[config.mk]
export PLATFORM = sky130hd
export DESIGN_NAME = cpu_prefetch_queue
export DESIGN_NICKNAME = d
export VERILOG_FILES = /design/src/rtl/cpu_prefetch_queue_pkg.sv /design/src/rtl/cpu_prefetch_queue_fifo.sv /design/src/rtl/cpu_prefetch_queue.sv
export SDC_FILE = /design/constraint.sdc
export NUM_CORES = 1
export LEC_CHECK = 0
export ABC_AREA = 1
export CORE_MARGIN = 10
export CORE_UTILIZATION = 25
export DETAILED_ROUTE_END_ITERATION = 8
export GPL_TIMING_DRIVEN = 0
export PLACE_DENSITY = 0.54
export RECOVER_POWER = 25
export SYNTH_ARGS = -nofsm -noshare
export SYNTH_HDL_FRONTEND = slang
export SYNTH_SLANG_ARGS = --single-unit
[constraint.sdc]
create_clock -name clk -period 9.9 [get_ports clk]
set_input_delay 1.485 -clock clk [delete_from_list [all_inputs] [get_ports clk]]
set_output_delay 1.485 -clock clk [all_outputs]
set_load 0.05 [all_outputs]
[src/rtl/cpu_prefetch_queue_pkg.sv]
// Shared types and constants for the instruction prefetch queue.
// Entry layout, fetch step sizes and request FSM states.
package cpu_prefetch_queue_pkg;

  localparam int unsigned FETCH_ADDR_W     = 32;
  localparam int unsigned FETCH_STEP_ARM   = 4;
  localparam int unsigned FETCH_STEP_THUMB = 2;

  typedef struct packed {
    logic [31:0]             instr;
    logic [FETCH_ADDR_W-1:0] pc;
    logic                    thumb;
  } fetch_entry_t;

  typedef enum logic {
    FS_IDLE,
    FS_REQ
  } fetch_state_e;

endpackage

[src/rtl/cpu_prefetch_queue_fifo.sv]
// Circular FIFO of fetch entries with push/pop/clear and occupancy count.
// Ports: clk, reset, clear_i, push_i, data_i, pop_i, data_o, count_o.
module cpu_prefetch_queue_fifo
  import cpu_prefetch_queue_pkg::*;
#(
  parameter int unsigned DEPTH = 3,
  parameter type T = fetch_entry_t,
  localparam int unsigned PW =
    (DEPTH > 1) ? $clog2(DEPTH) : 1,
  localparam int unsigned CW = $clog2(DEPTH + 1)
) (
  input  logic          clk,
  input  logic          reset,
  input  logic          clear_i,
  input  logic          push_i,
  input  T              data_i,
  input  logic          pop_i,
  output T              data_o,
  output logic [CW-1:0] count_o
);

  T              mem_q [DEPTH];
  logic [PW-1:0] rd_q;
  logic [PW-1:0] wr_q;
  logic [CW-1:0] cnt_q;
  logic          do_push;
  logic          do_pop;

  // Pointers wrap at DEPTH, so non-power-of-2 depths work.
  function automatic logic [PW-1:0] inc(
    input logic [PW-1:0] p
  );
    return (p == PW'(DEPTH - 1)) ? '0 : p + 1'b1;
  endfunction

  assign do_pop  = pop_i && (cnt_q != '0);
  assign do_push = push_i &&
    ((cnt_q != CW'(DEPTH)) || do_pop);

  always_ff @(posedge clk) begin
    if (reset || clear_i) begin
      rd_q  <= '0;
      wr_q  <= '0;
      cnt_q <= '0;
    end else begin
      if (do_push) wr_q <= inc(wr_q);
      if (do_pop)  rd_q <= inc(rd_q);
      unique case ({do_push, do_pop})
        2'b10:   cnt_q <= cnt_q + 1'b1;
        2'b01:   cnt_q <= cnt_q - 1'b1;
        default: cnt_q <= cnt_q;
      endcase
    end
  end

  always_ff @(posedge clk) begin
    if (do_push && !clear_i && !reset) begin
      mem_q[wr_q] <= data_i;
    end
  end

  assign data_o  = mem_q[rd_q];
  assign count_o = cnt_q;

endmodule

[src/rtl/cpu_prefetch_queue.sv]
// Autonomous ARM/Thumb instruction prefetcher feeding decode.
// Ports: bus request/ack side, flush redirect, tagged instr pop side.
module cpu_prefetch_queue
  import cpu_prefetch_queue_pkg::*;
#(
  parameter int unsigned DEPTH  = 3,
  parameter int unsigned ADDR_W = 32,
  parameter int unsigned DATA_W = 32
) (
  input  logic              clk,
  input  logic              reset,
  input  logic              thumb_i,
  input  logic              flush_i,
  input  logic [ADDR_W-1:0] flush_addr_i,
  output logic              mem_req_o,
  output logic [ADDR_W-1:0] mem_addr_o,
  output logic              mem_size_o,
  input  logic              mem_ack_i,
  input  logic [DATA_W-1:0] mem_rdata_i,
  output logic              instr_valid_o,
  output logic [31:0]       instr_o,
  output logic [ADDR_W-1:0] instr_pc_o,
  output logic              instr_thumb_o,
  input  logic              instr_ready_i
);

  localparam int unsigned CW = $clog2(DEPTH + 1);

  typedef struct packed {
    logic [31:0]       instr;
    logic [ADDR_W-1:0] pc;
    logic              thumb;
  } entry_t;

  fetch_state_e      state_q;
  logic              req_q;
  logic              thumb_q;
  logic [ADDR_W-1:0] pc_q;
  logic [ADDR_W-1:0] pc_d;
  logic [ADDR_W-1:0] flush_pc;
  logic [CW-1:0]     count;
  logic [31:0]       fetched;
  logic              push;
  logic              pop;
  logic              valid;
  entry_t            push_e;
  entry_t            head_e;

  assign valid = (count != '0);
  assign push  = req_q && mem_ack_i && !flush_i;
  assign pop   = valid && instr_ready_i && !flush_i;

  // Thumb halfword lane is picked by address bit 1.
  assign fetched = !thumb_q ? mem_rdata_i[31:0] :
    pc_q[1] ? {16'h0, mem_rdata_i[31:16]} :
              {16'h0, mem_rdata_i[15:0]};

  assign pc_d = pc_q + (thumb_q ?
    ADDR_W'(FETCH_STEP_THUMB) :
    ADDR_W'(FETCH_STEP_ARM));

  assign flush_pc = thumb_i ?
    {flush_addr_i[ADDR_W-1:1], 1'b0} :
    {flush_addr_i[ADDR_W-1:2], 2'b00};

  assign push_e = '{
    instr: fetched,
    pc:    pc_q,
    thumb: thumb_q
  };

  // Issue only from IDLE with room for the reply, so one
  // outstanding request can never overflow the queue.
  always_ff @(posedge clk) begin
    if (reset) begin
      state_q <= FS_IDLE;
      req_q   <= 1'b0;
      thumb_q <= 1'b0;
      pc_q    <= '0;
    end else if (flush_i) begin
      state_q <= FS_IDLE;
      req_q   <= 1'b0;
      thumb_q <= thumb_i;
      pc_q    <= flush_pc;
    end else begin
      unique case (state_q)
        FS_IDLE: begin
          if (count < CW'(DEPTH)) begin
            state_q <= FS_REQ;
            req_q   <= 1'b1;
            thumb_q <= thumb_i;
          end
        end
        FS_REQ: begin
          if (mem_ack_i) begin
            state_q <= FS_IDLE;
            req_q   <= 1'b0;
            pc_q    <= pc_d;
          end
        end
      endcase
    end
  end

  cpu_prefetch_queue_fifo #(
    .DEPTH (DEPTH),
    .T     (entry_t)
  ) u_fifo (
    .clk     (clk),
    .reset   (reset),
    .clear_i (flush_i),
    .push_i  (push),
    .data_i  (push_e),
    .pop_i   (pop),
    .data_o  (head_e),
    .count_o (count)
  );

  assign mem_req_o     = req_q;
  assign mem_addr_o    = req_q ? pc_q : '0;
  assign mem_size_o    = req_q && !thumb_q;
  assign instr_valid_o = valid;
  assign instr_o       = valid ? head_e.instr : '0;
  assign instr_pc_o    = valid ? head_e.pc : '0;
  assign instr_thumb_o = valid && head_e.thumb;

endmodule

==> flow_summary.toml, run 1 <==
[detailed_routing]
drtIter0Drc = 661
vias = 8354
first_pass_iters = 5
wirelength_um = 33900
drc = 0
avgViaCountPerCell = 4.27
wl_per_cell_um = 17.3
antenna_left = 0

[finish]
final_area_um2 = 14500
drive_above_1_share = 0.125
area_growth_pct = 31.3
nNetsFinal = 1418
diodes = 0
num-fill-cells = 4540
final_core_util = 0.330

[yosys]
synth_compound_area_frac = 0.101
syn_avg_cell_area_um2 = 9.76
synth_mux_area_frac = 0.0651
ys_seq_area_frac = 0.597
synth_area_um2 = 11100
ys_seq_elements = 234
synth_top_area_frac = 0.521
synthCells = 1134
synth_top_family_by_area = "simple AND/OR/NAND/NOR gates"
netlist_top_cells_area = "edfxtp_1 (52%), inv_1 (7.7%), dfxtp_1 (7.6%)"
synth_edf_count = 192
synth-adder-area-share = 0.00520
yosys_warnings = 0
synthFlopType = "edfxtp_1"
yosys.area_share.simple = 0.125
yosys.area_share.xor_xnor = 0.00633
yosys.area.top_type = "edfxtp_1"
synth.distinct_cells = 38
ys_async_sr_fraction = 0

[pwr]
ir_worst_vdd_v = 0.000127
powerDensity_nw_per_um2 = 150
power_w = 0.00218
p_leak_nw = 6.03

[grt]
antenna_found_initial = 0
grt_usage = 0.124
grt_pass1_vias = 8301
grt_pass1_wl_um = 51200
grt_max_degree = 22
grt.overflow.total = 0

[timing]
relSlewSlack = 0.376
post-route-period-util = 0.465
layout_min_cycle_time_ps = 4600
worst_slack_ps = 5300
fin_skew_ps = 24.7
worst_pin_slew_ps = 928
rsz0062_at_grt = "no"
slew_violations = 0
finalSetupViolations = 0
fmax_mhz = 217
hold_violations = 0

[cts]
path_clk_slew_ps = 60
cts_inserted_buffers = 27
cts-hold-fix-buffers = 0
cts_max_path_buffers = 3
clock_latency_ps = 560
cts_max_level = 1
cts_tree = "built"
postCtsSetupRepairBufs = 0
cts_root_buf = "clkbuf_16"
cts_sinks = 234
cts_resized = 0

[setup_path]
end_kind = "output pin"
worstPathMaxFanout = 10
reg2reg_to = "u_fifo.mem_q[2][38]"
worstSetupPathType = "flip-flop to output pin"
regToRegStartpoint = "mem_req_o"
required_ps = 8420
r2r.worst_path.cells = 9
arrival_ps = 3120
start_kind = "flip-flop"
r2r_setup_slack_ps = 6930

[placement]
place.gp.congestion = 0.866
port_buffers = 164
dp_hpwl_um = 25500
placedInstanceArea_um2 = 13700
dp_slack_ps = 5490

[floorplanning]
die_area_um2 = 53100
core-area_um2 = 44000
initial_core_util = 0.251
pin_count = 170
die_y_um = 230
fp.dieW_um = 230
core.rowCount = 77

[status]
status = "finished clean"

[min_path]
whs_path_depth = 2
worstHoldPathType = "flip-flop to flip-flop"
min_to = "u_fifo.wr_q[1]"
hp-start = "u_fifo.wr_q[1]"

[run]
maxCapViolCount = 0
-- cell usage after synthesis (8+ instances only) --
library cell / count
nor2_1: 72
nand2_1: 193
a21oi_1: 89
inv_1: 228
buf_2: 14
clkbuf_1: 26
o21ai_0: 106
nand3_1: 31
edfxtp_1: 192
a31oi_1: 8
mux2_2: 64
dfxtp_1: 42
-- per-layer routing --
metal | part of all wire | track usage
met1 | 0.46 | 0.163
met2 | 0.46 | 0.200
met3 | 0.066 | 0.0303
met4 | 0.019 | 0.0296
met5 | 0 | 0
-- logic make-up (layout without fill, tap and decap cells) --
kind of cell / after synthesis / in the layout
buf+inv: 284 / 514
fa+ha+maj: 4 / 4
other cells: 1 / 2
xor+xnor: 8 / 8
simple gates: 325 / 325
flops: 234 / 234
compound gates: 214 / 214
mux: 64 / 64
-- worst max-delay path, stage by stage (launching register included) --
cell and delay (ps):
dfxtp_1 320, buf_2 270, buf_2 330, clkbuf_1 490, a21oi_1 120, o21ai_0 200, inv_1 110, clkdlybuf4s50_1 720
-- flip-flops by register name, indices dropped and copies added, names as in the netlist, named ones only --
name            count
mem_req_o           1
pc_q               31
state_q             1
thumb_q             1
u_fifo.count_o      2
u_fifo.mem_q      192
u_fifo.rd_q         2
u_fifo.wr_q         2
-- final cells by class --
class	count	area, um^2	share of cell area
flip-flops and latches	234	6610	0.455
multi-input cells	617	3370	0.232
repair buffers	180	1860	0.128
inverters	232	871	0.0599
clock buffers	39	761	0.0523
well taps	592	741	0.0510
plain buffers	52	243	0.0167
clock inverters	11	77.6	0.00534
-- placed cells by master, fill, tap and decap left out, types with 27 or more instances in the layout --
master,instances
clkdlybuf4s50_1,152
clkbuf_16,27
o21ai_0,106
mux2_2,64
nor2_1,70
edfxtp_1,192
dfxtp_1,42
nand3_1,31
nand2_1,193
clkbuf_1,34
a21oi_1,89
inv_1,228
-- power by group --
| group | internal [W] | leakage [nW] | switching [W] |
|---|---|---|---|
| Sequential | 0.00108 | 2.07 | 0.0000235 |
| Combinational | 0.0000568 | 3.55 | 0.0000860 |
| Clock | 0.000537 | 0.413 | 0.000395 |
| Total | 0.00167 | 6.03 | 0.000504 |
-- stage by stage --
step                hold slack, ps  setup TNS (ps)  std cells
finish                         493               0       1957
global route                   524               0       1957
CTS                            495               0       1957
detailed placement             484               0       1907
global placement               466         -264070       1891
floorplan                      444               0       1135
-- worst max-delay path by stage --
stage / from / endpoint / slack, ps / cells past startpoint
CTS: flip-flop / instr_pc_o[14] / 5210 / 7
global route: u_fifo.count_o[0] / instr_pc_o[1] / 5060 / 7
floorplan: flush_i / u_fifo.mem_q[2][0] / 1030 / 7
detailed placement: instr_ready_i / u_fifo.mem_q[2][40] / 5490 / 9
finish: flip-flop / instr_pc_o[14] / 5300 / 7
global placement: instr_ready_i / u_fifo.mem_q[2][39] / -4130 / 5
Note: power is estimated with default switching activity, not from simulation.
==> run 2: changes to the inputs <==
--- a/config.mk
+++ b/config.mk
@@ -10,7 +10,7 @@
 export CORE_UTILIZATION = 25
 export DETAILED_ROUTE_END_ITERATION = 8
 export GPL_TIMING_DRIVEN = 0
-export PLACE_DENSITY = 0.54
+export PLACE_DENSITY = 0.56
 export RECOVER_POWER = 25
 export SYNTH_ARGS = -nofsm -noshare
 export SYNTH_HDL_FRONTEND = slang
==> constraint.sdc (replaced) <==
create_clock -name clk -period 3.9 [get_ports clk]
set_input_delay 0.585 -clock clk [delete_from_list [all_inputs] [get_ports clk]]
set_output_delay 0.585 -clock clk [all_outputs]
set_load 0.05 [all_outputs]
==> run 2 against run 1 <==
Against the previous run:
- critical path depth unchanged
- sequential power grew to 2.5 times the previous value
- utilization grew 0.25 points
- non-clock buffer count fell by 4
- via count about the same
- hold slack lost 1.0 ps
- cell count fell by 0.20%
- sequential share of layout area decreased by 0.35 points
- cell area rose by 0.77%
- worst setup slack worse by 5100 ps
==> flow_summary.toml, run 2 (synthesized netlist as in run 1, its figures left out) <==
[setup_path]
start_kind = "flip-flop"
reg2reg_to = "u_fifo.mem_q[2][33]"
arrival_ps = 3100
required_ps = 3310
regToRegStartpoint = "mem_req_o"
worstSetupPathType = "flip-flop to output pin"
worstPathMaxFanout = 10
end_kind = "output pin"
r2r_setup_slack_ps = 1000
r2r.worst_path.cells = 9

[placement]
place_inst = 1903
port_buffers = 164
place.gp.congestion = 0.863
dp_hpwl_um = 25500

[detailed_routing]
wirelength_um = 34000
met2WireLength_um = 16000
drtIter0Drc = 732
antenna_left = 0
top_layer = "met4"
first_pass_iters = 5
m1WireLength_um = 15300
wl_per_cell_um = 17.4
dr_wl_met3_um = 1990
drc = 0
vias = 8348
avgViaCountPerCell = 4.27

[timing]
rsz0062_at_grt = "no"
fmax_mhz = 271
post-route-period-util = 0.946
relSlewSlack = 0.464
worst_pin_slew_ps = 798
fin_skew_ps = 14.9
hold_violations = 0
finalSetupViolations = 0
setup_tns_ps = 0
layout_min_cycle_time_ps = 3690
slew_violations = 0

[floorplanning]
pin_count = 170
core-area_um2 = 44000
die_y_um = 230
die_area_um2 = 53100
core.rowCount = 77
fp.dieW_um = 230
initial_core_util = 0.251

[cts]
path_clk_slew_ps = 60
clock_latency_ps = 540
cts_root_buf = "clkbuf_16"
cts_inserted_buffers = 27
cts_max_level = 1
postCtsSetupRepairBufs = 0
cts_max_path_buffers = 3
cts-hold-fix-buffers = 0
cts_tree = "built"
cts_sinks = 234
cts_resized = 0

[grt]
grt.overflow.total = 0
grt_pass1_wl_um = 52000
grt_usage = 0.125
grt_max_degree = 23
grt_pass1_vias = 8525
antenna_found_initial = 1

[pwr]
powerDensity_nw_per_um2 = 399
p_leak_nw = 6.05
ir_worst_vdd_v = 0.000259
power_w = 0.00584

[finish]
final_core_util = 0.333
fin_cells = 1953
reg_top3 = "u_fifo.mem_q (192), pc_q (31)"
seqCellArea_um2 = 6610
diodes = 0
layout_common_cells = "inv_1 (228), nand2_1 (193), edfxtp_1 (192)"
area_growth_pct = 32.3
final_common_cell = "inv_1"
num-fill-cells = 4541
multi_input_area_um2 = 3380
nNetsFinal = 1414
regMostFlops = "u_fifo.mem_q"
largest_reg_flops = 192
drive_above_1_share = 0.123

[min_path]
worstHoldPathType = "flip-flop to flip-flop"
hp-start = "u_fifo.wr_q[1]"
min_to = "u_fifo.wr_q[1]"
whs_path_depth = 2

[status]
status = "finished clean"

[run]
maxCapViolCount = 0
run 2: changes by cell type in the layout (fill, tap and decap cells not counted), moves of 2 or more:
cell,previous run,this run
buf_6,3,7
dlygate4sd3_1,12,1
clkinv_2,5,3
buf_4,12,3
clkdlybuf4s50_1,152,163
bufinv_16,0,5
run 2: worst max-delay path, stage by stage (launching register included):
cell,delay [ps]
dfxtp_1,320
buf_2,270
buf_2,330
clkbuf_1,490
a21oi_1,130
o21ai_0,200
inv_1,110
clkdlybuf4s50_1,720
run 2: metal layers:
metal	global-route usage	vias up
met1	0.160	3928
met2	0.211	253
met4	0.0306	0
li1	-	4123
met3	0.0269	44
met5	0	-
run 2: how the worst max path moves through the flow:
stage,startpoint,to,slack [ps],cells past startpoint
floorplan,flush_i,u_fifo.mem_q[2][0],150,7
global placement,mem_ack_i,u_fifo.mem_q[2][61],-1720,5
detailed placement,mem_ack_i,u_fifo.mem_q[2][63],580,9
CTS,flip-flop,instr_pc_o[19],110,7
global route,flip-flop,instr_pc_o[19],8,7
finish,flip-flop,instr_pc_o[19],210,7
run 2: metrics by stage:
step	setup slack (ps)	hold slack (ps)	cell area [um^2]
6_report	212	492	14600
5_1_grt	8.49	517	14600
4_1_cts	113	491	14600
3_5_place_dp	584	469	13700
3_3_place_gp	-1720	457	13500
2_1_floorplan	150	444	11100
run 2: where the power goes:
group          internal (W)  total (W)  switching [W]
clock               0.00167    0.00268        0.00101
combinational      0.000146   0.000362       0.000217
sequential          0.00274    0.00280      0.0000571
total               0.00455    0.00584        0.00129
run 2: cell type report:
cell class / count / area share
clock buffer: 36 / 0.0505
multi-input combinational: 617 / 0.231
buffer: 52 / 0.0165
tap: 592 / 0.0506
sequential: 234 / 0.451
clock inverter: 14 / 0.0149
timing repair buffer: 176 / 0.126
inverter: 232 / 0.0595
==> run 3: changes to the inputs <==
--- a/config.mk
+++ b/config.mk
@@ -8,9 +8,10 @@
 export ABC_AREA = 1
 export CORE_MARGIN = 10
 export CORE_UTILIZATION = 25
+export CTS_CLUSTER_SIZE = 14
 export DETAILED_ROUTE_END_ITERATION = 8
 export GPL_TIMING_DRIVEN = 0
-export PLACE_DENSITY = 0.56
+export PLACE_DENSITY_LB_ADDON = 0.12
 export RECOVER_POWER = 25
 export SYNTH_ARGS = -nofsm -noshare
 export SYNTH_HDL_FRONTEND = slang
==> constraint.sdc (replaced) <==
create_clock -name clk -period 2.97 [get_ports clk]
set_input_delay 0.4455 -clock clk [delete_from_list [all_inputs] [get_ports clk]]
set_output_delay 0.4455 -clock clk [all_outputs]
set_load 0.05 [all_outputs]
==> run 3 against run 2 <==
Against the previous run:
- cell area shrank 1.1%
- clock power grew 20%
- via count shrank 0.80%
- wire length grew 4.2%
- highest routed layer unchanged
==> flow_summary.toml, run 3 (synthesized netlist as in run 1, its figures left out) <==
[cts]
cts_root_buf = "clkbuf_16"
cts_sinks = 234
cts_inserted_buffers = 28
cts_tree = "built"
cts_max_level = 1
cts-hold-fix-buffers = 0
clock_latency_ps = 540
postCtsSetupRepairBufs = 0
path_clk_slew_ps = 60
cts_max_path_buffers = 3

[floorplanning]
die_y_um = 230
die_area_um2 = 53100
fp.dieW_um = 230
core-area_um2 = 44000
core.rowCount = 77
pin_count = 170
initial_core_util = 0.251

[detailed_routing]
wl_per_cell_um = 18.2
first_pass_iters = 5
vias = 8281
wirelength_um = 35500
drtIter0Drc = 423
antenna_left = 0
drc = 0
avgViaCountPerCell = 4.24

[finish]
drive_above_1_share = 0.143
reg_top3 = "u_fifo.mem_q (192), pc_q (31)"
final_common_cell = "inv_1"
area_growth_pct = 30.8
largest_reg_flops = 192
nNetsFinal = 1413
diodes = 0
regMostFlops = "u_fifo.mem_q"
layout_common_cells = "inv_1 (228), nand2_1 (193), edfxtp_1 (192)"

[timing]
layout_min_cycle_time_ps = 2850
rsz0062_at_grt = "no"
worst_slack_ps = 121
worst_pin_slew_ps = 787
hold_violations = 0
fmax_mhz = 351
fin_skew_ps = 11.7
slew_violations = 0
setup_tns_ps = 0
relSlewSlack = 0.475
finalSetupViolations = 0
post-route-period-util = 0.959

[setup_path]
arrival_ps = 2400
cp_slowest_stage_delay_ps = 430
required_ps = 2520
path_common_cell = "buf_4"
slowest_stage = "dlygate4sd2_1"
regToRegStartpoint = "u_fifo.count_o[0]"
reg2reg_to = "u_fifo.mem_q[2][64]"
r2r.worst_path.cells = 8
worstPathMaxFanout = 10
r2r_setup_slack_ps = 380
worstSetupPathType = "flip-flop to output pin"
end_kind = "output pin"
cp_cell_sequence = "buf_4, buf_4, mux2_2, o21ai_0, inv_1, dlygate4sd2_1"
start_kind = "flip-flop"

[placement]
dp_slack_ps = -85.7
place.gp.congestion = 0.838
dp_hpwl_um = 26200
port_buffers = 164

[run]
maxCapViolCount = 0

[pwr]
ir_worst_vdd_v = 0.000326
powerDensity_nw_per_um2 = 509
p_leak_nw = 6.35

[min_path]
min_to = "pc_q[30]"
hp-start = "flush_i"
worstHoldPathType = "primary input to flip-flop"
whs_path_depth = 5

[status]
status = "finished clean"

[grt]
grt_pass1_wl_um = 53000
antenna_found_initial = 0
grt_usage = 0.130
grt.overflow.total = 0
grt_max_degree = 24
grt_pass1_vias = 8433
-- run 3: where the power goes --
group | switching, W | total [W] | leakage, nW | internal, W
clock network | 0.00130 | 0.00321 | 0.422 | 0.00191
registers | 0.0000827 | 0.00368 | 2.07 | 0.00360
logic | 0.000284 | 0.000474 | 3.86 | 0.000190
total | 0.00166 | 0.00736 | 6.35 | 0.00570
-- run 3: how the worst max path moves through the flow --
stage / startpoint / to
after global routing: mem_req_o / mem_addr_o[4]
after CTS: flip-flop / instr_pc_o[23]
final: flip-flop / instr_o[26]
after floorplan: flush_i / u_fifo.mem_q[2][0]
after detailed placement: flip-flop / instr_pc_o[14]
after global placement: instr_ready_i / u_fifo.mem_q[2][25]
-- run 3: area by class of cell --
type / instances / area [um^2]
multi-input cells: 617 / 3390
repair buffers: 175 / 1700
inverters: 232 / 873
fillers: 4633 / 29500
flip-flops and latches: 234 / 6610
clock buffers: 41 / 791
plain buffers: 51 / 302
well taps: 592 / 741
clock inverters: 10 / 73.8
-- run 3: metrics by stage --
step	power (W)	hold WS [ps]	cells	instance area, um^2	util
2_1_floorplan	0.00397	444	1135	11100	-
3_3_place_gp	0.00423	460	1891	13500	0.307
3_5_place_dp	0.00423	466	1902	13700	0.311
4_1_cts	0.00747	310	1952	14500	0.330
5_1_grt	0.00767	325	1952	14500	0.329
6_report	0.00736	338	1952	14500	0.329
-- run 3: repair_timing --
action	CTS	global route
endpoints found under the hold margin	0	0
endpoints found under the setup margin	95	31
resized for setup	91	44
-- run 3: per-layer routing --
metal | wire, um | track usage | up-vias | share of wire
met1 | 16300 | 0.173 | 3911 | 0.46
met4 | 622 | 0.0294 | 0 | 0.018
met3 | 2120 | 0.0288 | 48 | 0.060
met2 | 16500 | 0.213 | 199 | 0.46
met5 | 0 | 0 | - | 0
li1 | - | - | 4123 | -
-- run 3: worst max-delay path, delay by kind of cell, from the launching register on --
kind | cells | cell delay, ps
buffers and inverters | 4 | 940
multiplexers | 1 | 350
flip-flops | 1 | 300
AO/OA/AOI/OAI | 1 | 260
